$ cat config.mk
export PLATFORM = sky130hd
export DESIGN_NAME = store_drain
export DESIGN_NICKNAME = d
export VERILOG_FILES = /design/src/rtl/store_drain.sv
export SDC_FILE = /design/constraint.sdc
export NUM_CORES = 1
export LEC_CHECK = 0
export ABC_AREA = 0
export BUFFER_PORTS_ARGS = -buffer_cell sky130_fd_sc_hd__buf_4
export CAP_MARGIN = 30
export CORE_ASPECT_RATIO = 0.7
export CORE_MARGIN = 4
export CORE_UTILIZATION = 45
export CTS_BUF_LIST = sky130_fd_sc_hd__clkbuf_16
export CTS_CLUSTER_DIAMETER = 30
export DETAILED_ROUTE_END_ITERATION = 16
export GPL_ROUTABILITY_DRIVEN = 1
export PLACE_DENSITY = 0.63
export SLEW_MARGIN = 5
export SYNTH_ARGS = -nofsm -noshare
export SYNTH_HDL_FRONTEND = slang
export SYNTH_SLANG_ARGS = --single-unit
$ cat constraint.sdc
create_clock -name clk_g -period 4.25 [get_ports clk_g]
set_input_delay 0.85 -clock clk_g [delete_from_list [all_inputs] [get_ports clk_g]]
set_output_delay 0.85 -clock clk_g [all_outputs]
set_load 0.01 [all_outputs]
$ cat src/rtl/store_drain.sv
// ---------------------------------------------------------------------------
// store_drain
//
// Committed-store buffer that drains into the data cache one write at a time.
// Stores arrive from commit, are held in a circular FIFO and are written to
// the cache through a request / address-accept / data-complete handshake with
// at most one request outstanding. Entries are only removed when the cache
// reports the write complete, so they survive pipeline flushes.
//
// Optional feature (macro STORE_DRAIN_FWD_EN): combinational store-to-load
// forwarding from every held entry, newest entry winning per byte lane.
// Without the macro the forwarding outputs are tied to zero.
//
// Ports
//   clk_g, reset                  clock, synchronous active-high reset
//   commit_valid/addr/wdata/we    committed store in; commit_ready = free slot
//   data_req/wr/wstrb/addr/wdata  cache write request (head entry)
//   data_addr_ok, data_data_ok    cache accept / write-complete
//   ld_valid, ld_addr             load lookup
//   ld_fwd_be, ld_fwd_data        forwarded lanes and bytes
//   drain_empty                   nothing held and nothing in flight
// ---------------------------------------------------------------------------
module store_drain #(
  parameter int DATA_WIDTH = 32,
  parameter int DEPTH      = 8
) (
  input  logic                  clk_g,
  input  logic                  reset,
  input  logic                  commit_valid,
  input  logic [DATA_WIDTH-1:0] commit_addr,
  input  logic [DATA_WIDTH-1:0] commit_wdata,
  input  logic [3:0]            commit_we,
  output logic                  commit_ready,
  output logic                  data_req,
  output logic                  data_wr,
  output logic [3:0]            data_wstrb,
  output logic [DATA_WIDTH-1:0] data_addr,
  output logic [DATA_WIDTH-1:0] data_wdata,
  input  logic                  data_addr_ok,
  input  logic                  data_data_ok,
  input  logic                  ld_valid,
  input  logic [DATA_WIDTH-1:0] ld_addr,
  output logic [3:0]            ld_fwd_be,
  output logic [DATA_WIDTH-1:0] ld_fwd_data,
  output logic                  drain_empty
);

  localparam int PTR_W = (DEPTH > 1) ? $clog2(DEPTH) : 1;
  localparam int CNT_W = PTR_W + 1;
  localparam logic [CNT_W-1:0] FULL_CNT = CNT_W'(DEPTH);

  typedef enum logic [1:0] {
    ST_IDLE = 2'd0,
    ST_REQ  = 2'd1,
    ST_WAIT = 2'd2
  } state_e;

  state_e                 state_q, state_d;
  logic [PTR_W-1:0]       head_q, head_d;
  logic [PTR_W-1:0]       tail_q, tail_d;
  logic [CNT_W-1:0]       count_q, count_d;
  logic [DEPTH-1:0]       valid_q, valid_d;

  // Entry payload carries no reset; the valid bits qualify it.
  logic [DATA_WIDTH-1:0]  addr_mem_q  [DEPTH];
  logic [DATA_WIDTH-1:0]  wdata_mem_q [DEPTH];
  logic [3:0]             we_mem_q    [DEPTH];

  logic                   push;
  logic                   pop;

  // Readiness looks only at the registered count, never at a same-cycle pop.
  assign commit_ready = (count_q != FULL_CNT);
  // A store with no enabled lanes is accepted on the bus but never queued.
  assign push         = commit_valid && commit_ready && (commit_we != 4'b0000);

  // Drain FSM: one request in flight at a time.
  always_comb begin
    state_d  = state_q;
    pop      = 1'b0;
    data_req = 1'b0;
    case (state_q)
      ST_IDLE: begin
        // A push into an empty buffer lands at the head, so the request can
        // start in the very next cycle.
        if ((count_q != '0) || push) state_d = ST_REQ;
      end
      ST_REQ: begin
        data_req = 1'b1;
        if (data_addr_ok && data_data_ok) begin
          pop     = 1'b1;
          state_d = ST_IDLE;
        end else if (data_addr_ok) begin
          state_d = ST_WAIT;
        end
      end
      ST_WAIT: begin
        if (data_data_ok) begin
          pop     = 1'b1;
          state_d = ST_IDLE;
        end
      end
      default: state_d = ST_IDLE;
    endcase
  end

  // FIFO bookkeeping
  always_comb begin
    head_d  = head_q;
    tail_d  = tail_q;
    count_d = count_q;
    valid_d = valid_q;
    if (pop) begin
      head_d          = head_q + PTR_W'(1);
      valid_d[head_q] = 1'b0;
    end
    if (push) begin
      tail_d          = tail_q + PTR_W'(1);
      valid_d[tail_q] = 1'b1;
    end
    case ({push, pop})
      2'b10:   count_d = count_q + CNT_W'(1);
      2'b01:   count_d = count_q - CNT_W'(1);
      default: count_d = count_q;
    endcase
  end

  always_ff @(posedge clk_g) begin
    if (reset) begin
      state_q <= ST_IDLE;
      head_q  <= '0;
      tail_q  <= '0;
      count_q <= '0;
      valid_q <= '0;
    end else begin
      state_q <= state_d;
      head_q  <= head_d;
      tail_q  <= tail_d;
      count_q <= count_d;
      valid_q <= valid_d;
    end
  end

  always_ff @(posedge clk_g) begin
    if (push) begin
      addr_mem_q[tail_q]  <= commit_addr;
      wdata_mem_q[tail_q] <= commit_wdata;
      we_mem_q[tail_q]    <= commit_we;
    end
  end

  // The head entry is stable from request start until its pop because the
  // head pointer only moves on a pop.
  assign data_wr     = 1'b1;
  assign data_addr   = addr_mem_q[head_q];
  assign data_wdata  = wdata_mem_q[head_q];
  assign data_wstrb  = valid_q[head_q] ? we_mem_q[head_q] : 4'b0000;
  assign drain_empty = (count_q == '0) && (state_q == ST_IDLE);

`ifdef STORE_DRAIN_FWD_EN
  logic [PTR_W-1:0] fwd_idx;
  logic             unused_ld_lo;

  assign unused_ld_lo = ^ld_addr[1:0];

  // Walk entries oldest to newest so a newer match overwrites older lanes.
  always_comb begin
    ld_fwd_be   = 4'b0000;
    ld_fwd_data = '0;
    fwd_idx     = '0;
    for (int i = 0; i < DEPTH; i++) begin
      fwd_idx = head_q + PTR_W'(i);
      if (ld_valid && valid_q[fwd_idx] &&
          (addr_mem_q[fwd_idx][DATA_WIDTH-1:2] == ld_addr[DATA_WIDTH-1:2])) begin
        for (int b = 0; b < 4; b++) begin
          if (we_mem_q[fwd_idx][b]) begin
            ld_fwd_be[b]         = 1'b1;
            ld_fwd_data[8*b +: 8] = wdata_mem_q[fwd_idx][8*b +: 8];
          end
        end
      end
    end
  end
`else
  logic unused_ld;

  assign unused_ld   = ^{ld_valid, ld_addr};
  assign ld_fwd_be   = 4'b0000;
  assign ld_fwd_data = '0;
`endif

endmodule

* Yosys cells after proc, flatten, opt, wreduce, memory -nomap -nowiden *
Memory sizes are Yosys's and may differ from the RTL's. A register that Yosys moved wholly into a read port is not among the register bits.
Cells that the tools add are included.

word-level totals
  flip-flop bits (word level) = 20
  word-level logic and storage cells = 67
  bits in writable memories = 544
  input port bits = 106
  memories = 3
  output and inout bits = 108

memories
  name         words  width  read ports  clocked after memory_dff  wr ports  RTL line  RTL
  addr_mem_q   8      32     1           1                         1         65        logic [DATA_WIDTH-1:0] addr_mem_q [DEPTH];
  wdata_mem_q  8      32     1           1                         1         66        logic [DATA_WIDTH-1:0] wdata_mem_q [DEPTH];
  we_mem_q     8      4      1           1                         1         67        logic [3:0] we_mem_q [DEPTH];

cells by class
  order comparisons = 4
  muxes and demuxes = 27
  bitwise operators = 3
  equal/unequal tests = 8
  reduce and logical (&&, ||, !) cells = 13
  add/subtract/negate cells = 4

operators by type and width
  operator                                             number
  two-way mux 3 bit                                    6
  two-way mux 8 bit                                    2
  bitwise AND 8 bit                                    1
  < comparator 3 x 4 -> 1 bit, second input constant   2
  two-way mux 1 bit                                    8
  two-way mux 2 bit                                    4
  NOT 8 bit                                            1
  OR 8 bit                                             1
  case mux 4 bit (2 select lines)                      1
  nonzero test 4 bit                                   2
  adder 3 x 1 -> 3 bit, second input constant          2
  demux 1 bit (select 3 bit)                           2
  >= comparator 3 x 1 -> 1 bit, second input constant  2
  logical AND 1 bit                                    6
  case mux 2 bit (3 select lines)                      1
  adder 4 x 1 -> 4 bit, second input constant          1
  == test 2 x 1 -> 1 bit, second input constant        2
  == test 2 bit, second input constant                 2
  logical NOT 4 bit                                    1
  two-way mux 4 bit                                    1
  != test 2 bit, second input constant                 2
  != test 4 bit, second input constant                 1
  subtractor 4 x 1 -> 4 bit, second input constant     1
  binary-select mux 1 bit (select 3 bit)               1
  other kinds (6)                                      6

* Longest topological paths before layout *
Gate-level depths: netlist of run 1.

  word-level depth = 9
  mapped depth = 13
  gate-level depth less buffers = 12

* Least setup slack after synthesis of run 1 *
Ideal clock, no wire load.

  path kind = input to register
  start = input commit_we[1]
  end = memory addr_mem_q[7][0] (enable)
  path slack = 1.073 ns
  cell stages on the path = 4
  data arrival time = 2.755 ns
  cell sequence = o41ai_4 -> nor2_1 -> nand4_1 -> inv_1

between the ends
  cells in the longest elaborated chain, start to end = 4

RTL lines
  item                                     RTL line  RTL
  from (decl)                              32        input logic [3:0] commit_we,
  nonzero test 4 bit                       75        assign push = commit_valid && commit_ready && (commit_we != 4'b0000);
  logical AND 1 bit                        75
  two-way mux 1 bit                        145       if (push) begin
  two-way mux 1 bit (not written as such)  146       addr_mem_q[tail_q] <= commit_addr;
  to (decl)                                65

Every way passes these cells.

==> impl_results.rst, run 1 <==
.. list-table::
   :header-rows: 1

   * - Metric
     - Value
   * - Status
     - completed
   * - Post-Synthesis Cell Area
     - 22000 um2
   * - Setup slack after layout
     - 0.680 ns
   * - Clock Sink Count
     - between 500 and 600
   * - Post-synthesis cell count
     - 986
   * - Total setup buffers inserted after CTS
     - 0
   * - Most frequent cell after synthesis
     - edfxtp_1
   * - Number of DRC markers after the initial detailed-route iteration
     - 768
   * - Clock transition time at the flip-flop clock pins of the worst setup and hold paths
     - 0.05 ns
   * - Largest net degree at the start of global routing
     - 75
   * - End point of the most critical hold path
     - wdata_mem_q[3][30]
   * - Relative slew slack
     - 50.2%
   * - GR met3 Demand/Resource
     - 4.80%
   * - TritonCTS clock tree
     - yes
   * - Maximum clock frequency
     - 280 MHz
   * - # IOs
     - roughly 210
   * - Top post-synthesis cells by count
     - edfxtp_1, mux4_2, mux2_2
   * - Per-cell routed wire length
     - about 22 um
   * - Count of cells along the worst register-to-register path
     - 8
   * - Power density relative to cell area
     - ~540 nW/um2
   * - Critical Path RT
     - 3.40 ns
   * - Min-Delay Path Depth
     - 1
   * - Accumulated negative setup slack
     - 0 ns
   * - Floorplan Core Area
     - slightly below 50000 um2
   * - Chip Width
     - between 200 and 300 um
   * - Total of endpoints with negative setup slack in the final report
     - 0
   * - Final net count
     - 1313
   * - Fraction of met2 tracks used by global routing
     - 25.9%
   * - Kind of launch point of the worst setup path
     - flip-flop
   * - FF-to-FF setup slack
     - 1.61 ns
   * - Portion of synthesized cell area occupied by the leading cell type
     - 74.3%
   * - Beginning of the worst hold path
     - commit_wdata[30]
   * - Vias post-DR
     - 10200
   * - CTS Hold Bufs
     - 0
   * - Worst flop-to-flop path endpoint
     - count_q[3]
   * - Effective utilization at floorplan
     - 45.8%
   * - Crit end category
     - primary output
   * - Std-Cell Rows
     - 67
   * - Synthesis-stage register bit count
     - around 570
   * - Synth Flop Type
     - edfxtp_1
   * - Cell variety after synth
     - 42
   * - DRT antenna net count
     - 0
   * - Mean Syn Cell Area
     - 22.3 um2
   * - Data arrival at the endpoint of the critical path
     - 2.72 ns
   * - Final period utilization
     - 84.0%
   * - Initial DRT Pass Iterations
     - 5
   * - Area of the die
     - roughly 52000 um2
   * - Critical path class
     - reg -> out
   * - Area Overhead vs Synth
     - 22.7%
   * - RSZ-0062 raised after global routing
     - no
   * - Global-route usage over all layers
     - between 10% and 20%
   * - Final number of hold-violating endpoints
     - 0
   * - Global placer's final weighted congestion
     - about 0.72
   * - Setup skew after layout
     - 0.0146 ns
   * - Worst setup timing slack at the placement stage
     - 0.962 ns
   * - Insertion delay to the later sink of the worst-skew pair
     - 0.61 ns
   * - Maxcap violations
     - 0
   * - Met1 track demand over resource
     - 23.6%
   * - Share of cells above drive strength 1
     - 41.9%
   * - Antenna violations before repair
     - 5
   * - Leading area contributor after synthesis
     - edfxtp_1
   * - First-pass GRT wire length
     - approximately 66 mm
   * - Sequential area share after synthesis
     - 76.4%
   * - DRC violations left
     - 0
   * - Placed wire-length estimate after detailed placement
     - 23.4 mm
   * - Worst ir drop on vdd
     - roughly 0.00031 V
   * - Maximum fanout encountered on the critical timing path
     - 46
   * - Worst r2r src
     - count_q[1]
   * - Port buffer count
     - between 100 and 150
   * - Leakage power total
     - 8.89 nW
   * - Count of yosys warnings during synthesis
     - 0
   * - Global routing's busiest layer
     - met2
   * - Sum of internal, switching and leakage power
     - 0.0144 W
   * - Clk root buf
     - clkbuf_16
   * - Total Wirelength
     - 43.5 mm
   * - Share of synthesized flip-flops with an asynchronous set or reset
     - 0%
   * - Maximum root-to-sink buffer count
     - 3
   * - Slew of the pin with the lowest slew margin
     - around 0.75 ns
   * - Clock period minus worst slack
     - ~3.6 ns
   * - Largest cells by area after synthesis
     - edfxtp_1, mux4_2, mux2_2
   * - Type of the most critical hold path
     - in -> reg
   * - Total congestion overflow
     - 0
   * - Fin. max-slew vios
     - 0
   * - Number of resized instances in the post-cts repair step
     - 0
   * - H-tree Lvls
     - 3
   * - Vias per inst
     - between 5 and 6
   * - Number of flops mapped to enable cells by yosys
     - 544
   * - TritonCTS buffer count
     - between 90 and 100
   * - Vias in the first global route
     - between 10000 and 15000
   * - Die extent in y
     - 193 um
[routing by layer]
metal  part of all wire [%]  up-vias
met1                     44     5327
met4                    1.8       10
met3                    6.2       77
met2                     48      273
li1                       -     4495
met5                   0.14        -
[cell type report]
cell class | instances | area [um2]
fill | 3556 | 21100
multi-input combinational | 359 | 4750
timing repair buffer | 167 | 1400
clock buffer | 94 | 2350
antenna | 1 | 2.50
sequential | 567 | 16800
inverter | 13 | 58.8
clock inverter | 77 | 763
tap | 655 | 820
[power by group]
group	switching, W	internal, W
clock network	0.00257	0.00477
logic	0.000398	0.000368
registers	0.0000485	0.00629
[worst max-delay path by stage]
| stage | slack [ns] | start | cells after the start | to |
|---|---|---|---|---|
| global placement | 0.98 | commit_we[1] | 9 | count_q[3] |
| finish | 0.68 | flip-flop | 4 | data_addr[14] |
| global route | 0.52 | flip-flop | 4 | data_addr[14] |
| CTS | 0.57 | flip-flop | 4 | data_addr[14] |
| floorplan | 1.07 | commit_we[1] | 4 | addr_mem_q[7][0] |
| detailed placement | 0.96 | commit_we[1] | 9 | count_q[3] |
[cells by family after synthesis]
family / synth area share (%)
mux: 17.8
fa+ha+maj: 0.399
compound gates: 1.04
xor+xnor: 0.159
flops: 76.4
buf+inv: 2.56
other cells: 0.0342
simple gates: 1.55
[cell usage in the layout (no fill, tap or decap), types with 2 or more instances in the layout]
cell type,netlist,layout
a21oi_1,14,14
and2_1,2,2
buf_12,0,12
buf_4,37,155
bufinv_16,0,12
clkbuf_16,0,94
clkinv_1,0,10
clkinv_2,0,23
clkinv_4,0,6
clkinvlp_4,0,14
conb_1,2,37
dfxtp_1,23,20
dfxtp_4,0,3
edfxtp_1,544,544
ha_1,7,7
inv_1,13,15
inv_6,0,9
mux2_2,64,64
mux2i_1,8,8
mux4_2,138,138
nand2_1,15,15
nand2b_1,4,4
nand3_1,8,8
nor2_1,16,16
nor2b_1,8,8
nor3_1,4,4
nor4b_1,3,3
o21ai_0,8,8
o22ai_1,2,2
o31ai_1,2,2
xor2_1,3,3
[stage by stage]
step | std cells | area (um2) | util, % | hold slack [ns]
floorplan | 1021 | 22100 | - | 0.445
finish | 1933 | 27000 | 56.1 | 0.465
CTS | 1932 | 27000 | 56.1 | 0.421
global route | 1932 | 27000 | 56.1 | 0.428
global placement | 1761 | 23800 | 49.6 | 0.462
detailed placement | 1761 | 23800 | 49.6 | 0.465
[state kept, by name, indices dropped and copies added, names as in the netlist, named ones only]
name	count
state_q	2
addr_mem_q	256
count_q	4
wdata_mem_q	256
tail_q	3
we_mem_q	32
head_q	3
valid_q	8
[worst max-delay path, cell delays in order, from the launching register on]
cell,delay [ns]
dfxtp_4,0.64
buf_12,0.40
mux4_2,0.57
mux2_2,0.32
buf_4,0.16
(Power assumes the default switching activity.)
==> inputs of run 2 (changes only) <==
--- a/config.mk
+++ b/config.mk
@@ -5,7 +5,7 @@
 export SDC_FILE = /design/constraint.sdc
 export NUM_CORES = 1
 export LEC_CHECK = 0
-export ABC_AREA = 0
+export ABC_AREA = 1
 export BUFFER_PORTS_ARGS = -buffer_cell sky130_fd_sc_hd__buf_4
 export CAP_MARGIN = 30
 export CORE_ASPECT_RATIO = 0.7
==> constraint.sdc (replaced) <==
create_clock -name clk_g -period 3.4 [get_ports clk_g]
set_input_delay 0.68 -clock clk_g [delete_from_list [all_inputs] [get_ports clk_g]]
set_output_delay 0.68 -clock clk_g [all_outputs]
set_load 0.01 [all_outputs]
==> impl_results.rst, run 2 <==
.. list-table::
   :header-rows: 1

   * - Metric
     - Value
   * - Antenna violations before repair
     - 2 (-3)
   * - Most common library cell in the layout ignoring fill and taps
     - edfxtp_1
   * - Effective utilization at floorplan
     - 45.6% (-0.15 points)
   * - Worst flop-to-flop path endpoint
     - addr_mem_q[0][2]
   * - Area of the die
     - 53800 um2 (+2.5%)
   * - Sequential area share after synthesis
     - 74.5% (-1.9 points)
   * - Share of the synthesized netlist area taken by xor and xnor gates
     - 0.117% (-0.043 points)
   * - Mean Syn Cell Area
     - 12.9 um2 (-42%)
   * - Cell variety after synth
     - 32 (-24%)
   * - Clock period minus worst slack
     - 3.29 ns
   * - Design Area, Final
     - 27800 um2 (+3.1%)
   * - Maximum fanout encountered on the critical timing path
     - 75 (+63%)
   * - Total setup buffers inserted after CTS
     - 0 (unchanged)
   * - Min-Delay Path Depth
     - 1 (unchanged)
   * - Maximum clock frequency
     - 304 MHz
   * - Total of endpoints with negative setup slack in the final report
     - 0 (unchanged)
   * - Final net count
     - 2040 (+55%)
   * - TritonCTS buffer count
     - 101 (+9.8%)
   * - Setup skew after layout
     - 0.0194 ns (+0.00479 ns)
   * - Per-cell routed wire length
     - 19.1 um (-15%)
   * - H-tree Lvls
     - 3 (unchanged)
   * - Main combinational cell family by area after synthesis
     - simple AND/OR/NAND/NOR gates
   * - Vias per inst
     - 5.26 (-0.14%)
   * - Number of placed cells counting well taps
     - 2486 (+41%)
   * - Setup slack after layout
     - 0.114 ns (-0.566 ns)
   * - Maxcap violations
     - 0 (unchanged)
   * - Type of the most critical hold path
     - in -> reg
   * - Status
     - completed
   * - DRC violations left
     - 0 (unchanged)
   * - Synthesis-stage register bit count
     - 567 (unchanged)
   * - Crit end category
     - primary output
   * - Antenna diode count
     - 0 (-1)
   * - Worst r2r src
     - count_q[0]
   * - Highest cell delay on the worst timing path
     - 0.47 ns (-0.17 ns)
   * - Number of DRC markers after the initial detailed-route iteration
     - 1176 (+53%)
   * - Most frequent cells in the layout
     - edfxtp_1, nor2_1, nand2_1, buf_4, o21ai_0
   * - Top post-synthesis cells by count
     - edfxtp_1, nor2_1, nand2_1
   * - Port buffer count
     - 143 (unchanged)
   * - Synth Area in Adders
     - 0.389% (-0.010 points)
   * - Critical Path RT
     - 2.72 ns (-0.68 ns)
   * - Critical path class
     - reg -> out
   * - Maximum root-to-sink buffer count
     - 3 (unchanged)
   * - Number of flops mapped to enable cells by yosys
     - 544 (unchanged)
   * - Post-synthesis mux area share
     - 0.178% (-18 points)
   * - Vias in the first global route
     - 13800 (+28%)
   * - Kind of launch point of the worst setup path
     - flip-flop
   * - Most frequent cell after synthesis
     - edfxtp_1
   * - End point of the most critical hold path
     - wdata_mem_q[1][13]
   * - Clk root buf
     - clkbuf_16
   * - Area Overhead vs Synth
     - 23.3%
   * - Post-Synthesis Cell Area
     - 22500 um2 (+2.6%)
   * - Relative slew slack
     - 37.8% (-12 points)
   * - Cell with the biggest individual delay on the critical path
     - dfxtp_4
   * - Die extent in y
     - 195 um (+1.2%)
   * - TritonCTS clock tree
     - yes
   * - Worst ir drop on vdd
     - 0.000370 V (+18%)
   * - Simple logic cell fraction of the synthesized area
     - 11.4% (+9.9 points)
   * - Share of synthesized flip-flops with an asynchronous set or reset
     - 0% (unchanged)
   * - Share of the synthesized area in compound gates (AO/OA/AOI/OAI)
     - 9.31% (+8.3 points)
   * - Slew of the pin with the lowest slew margin
     - 0.934 ns (+0.186 ns)
   * - Data arrival at the endpoint of the critical path
     - 2.61 ns (-0.11 ns)
   * - Power density relative to cell area
     - 687 nW/um2 (+28%)
   * - Floorplan Core Area
     - 49400 um2 (+2.9%)
   * - Biggest regs
     - addr_mem_q: 256 flops, wdata_mem_q: 256 flops, we_mem_q: 32 flops
   * - Worst setup timing slack at the placement stage
     - 0.388 ns (-0.574 ns)
   * - Chip Width
     - 276 um (+1.2%)
   * - RSZ-0062 raised after global routing
     - yes
   * - Beginning of the worst hold path
     - commit_wdata[13]
   * - DP Area
     - 24200 um2 (+1.7%)
   * - Cell-by-cell listing of the critical path
     - inv_8 > buf_4 > nor2_1 > o32ai_1 > nand2_1 > nand2_1 > buf_4
   * - Leakage power total
     - 10.0 nW (+12%)
   * - Portion of synthesized cell area occupied by the leading cell type
     - 72.5% (-1.9 points)
   * - # IOs
     - 214 (unchanged)
   * - DRT antenna net count
     - 0 (unchanged)
   * - Final number of hold-violating endpoints
     - 0 (unchanged)
   * - Leading area contributor after synthesis
     - edfxtp_1
   * - Synth Flop Type
     - edfxtp_1
   * - Insertion delay to the later sink of the worst-skew pair
     - 0.62 ns (about the same)
   * - Placed wire-length estimate after detailed placement
     - 26.5 mm (+13%)
   * - Count of cells along the worst register-to-register path
     - 8 (unchanged)
   * - Total Wirelength
     - 51.2 mm (+18%)
   * - First-pass GRT wire length
     - 78.1 mm (+19%)
   * - Initial DRT Pass Iterations
     - 5 (unchanged)
   * - Clock Sink Count
     - 567 (unchanged)
   * - Clock transition time at the flip-flop clock pins of the worst setup and hold paths
     - 0.05 ns (about the same)
   * - Vias post-DR
     - 14100 (+38%)
   * - Largest net degree at the start of global routing
     - 130 (+73%)
   * - Std-Cell Rows
     - 68 (+1.5%)
   * - Post-synthesis cell count
     - 1749 (+77%)
   * - Fin. max-slew vios
     - 0 (unchanged)
   * - Global placer's final weighted congestion
     - 0.781 (+7.8%)
   * - FF-to-FF setup slack
     - 0.80 ns (-0.81 ns)
   * - Non-filler instance count after layout
     - 2678 (+39%)
   * - Global-route usage over all layers
     - 18.7% (+1.9 points)
   * - Final period utilization
     - 96.7%
   * - Count of yosys warnings during synthesis
     - 0 (unchanged)
   * - Largest cells by area after synthesis
     - edfxtp_1, nor2_1, o32ai_1
   * - Share of cells above drive strength 1
     - 18.9% (-23 points)
   * - Total congestion overflow
     - 0 (unchanged)
run 2: cell count changes after synthesis, sizes merged, moves of 8 or more:
cell / change
o21ai: +148
mux4: -138
clkbuf: +33
nand2: +216
o32ai: +128
nor2: +409
buf: +29
mux2: -65
a21oi: +8
inv: +16
nor2b: -8
run 2: cells by family after synthesis:
group,Yosys count
XOR/XNOR,3
buffers and inverters,175
flip-flops,567
multiplexers,4
AO/OA/AOI/OAI,318
adder cells (fa/ha/maj),7
other,2
AND/OR/NAND/NOR,673
run 2: how the worst max path moves through the flow:
stage	from	end	slack, ns
final	flip-flop	data_addr[19]	0.11
after global routing	flip-flop	data_addr[19]	-0.06
after CTS	flip-flop	data_wstrb[1]	0.05
after detailed placement	commit_we[3]	addr_mem_q[2][13]	0.39
after global placement	commit_we[3]	wdata_mem_q[0][26]	0.43
after floorplan	commit_we[3]	addr_mem_q[1][0]	0.43
run 2: final cells by class:
type                            count  area, um2
Sequential cell                   567      16800
Inverter                           31        134
Multi-Input combinational cell   1042       4990
Clock inverter                     85        843
Clock buffer                      104       2600
Timing Repair Buffer              184       1600
Fill cell                        3927      21600
Tap cell                          665        832
run 2: worst max-delay path, delay by kind of cell (launching register included):
family | cells | cell delay [ns]
buffers and inverters | 3 | 0.88
DFF | 1 | 0.47
and+or+nand+nor | 3 | 0.32
AOI/OAI and AO/OA | 1 | 0.28
run 2: metal layers:
metal	GRT usage, %	vias up	share of wire (%)
met3	4.51	75	6.5
met5	0	-	0.039
li1	-	6680	-
met4	4.85	4	1.8
met1	26.6	6920	45
met2	29.1	407	47
run 2: metrics by stage:
step / hold slack (ns) / total power (W) / setup TNS, ns / utilization [%]
finish: 0.287 / 0.0191 / 0 / 56.2
global route: 0.260 / 0.0198 / -0.256 / 56.2
CTS: 0.251 / 0.0193 / 0 / 56.0
detailed placement: 0.469 / 0.00929 / 0 / 49.1
global placement: 0.453 / 0.00926 / 0 / 49.1
floorplan: 0.441 / 0.00876 / 0 / -
run 2: where the power goes:
part	internal [W]	switching (W)	leakage [nW]
clock	0.00650	0.00342	1.67
sequential	0.00786	0.0000629	5.13
combinational	0.000473	0.000773	3.20
run 2: repair_timing:
| item | in CTS | in global routing |
|---|---|---|
| gates resized for setup | 0 | 6 |
| setup endpoints to repair | 0 | 7 |
| hold endpoints to repair | 0 | 0 |
| hold buffers | 0 | 0 |
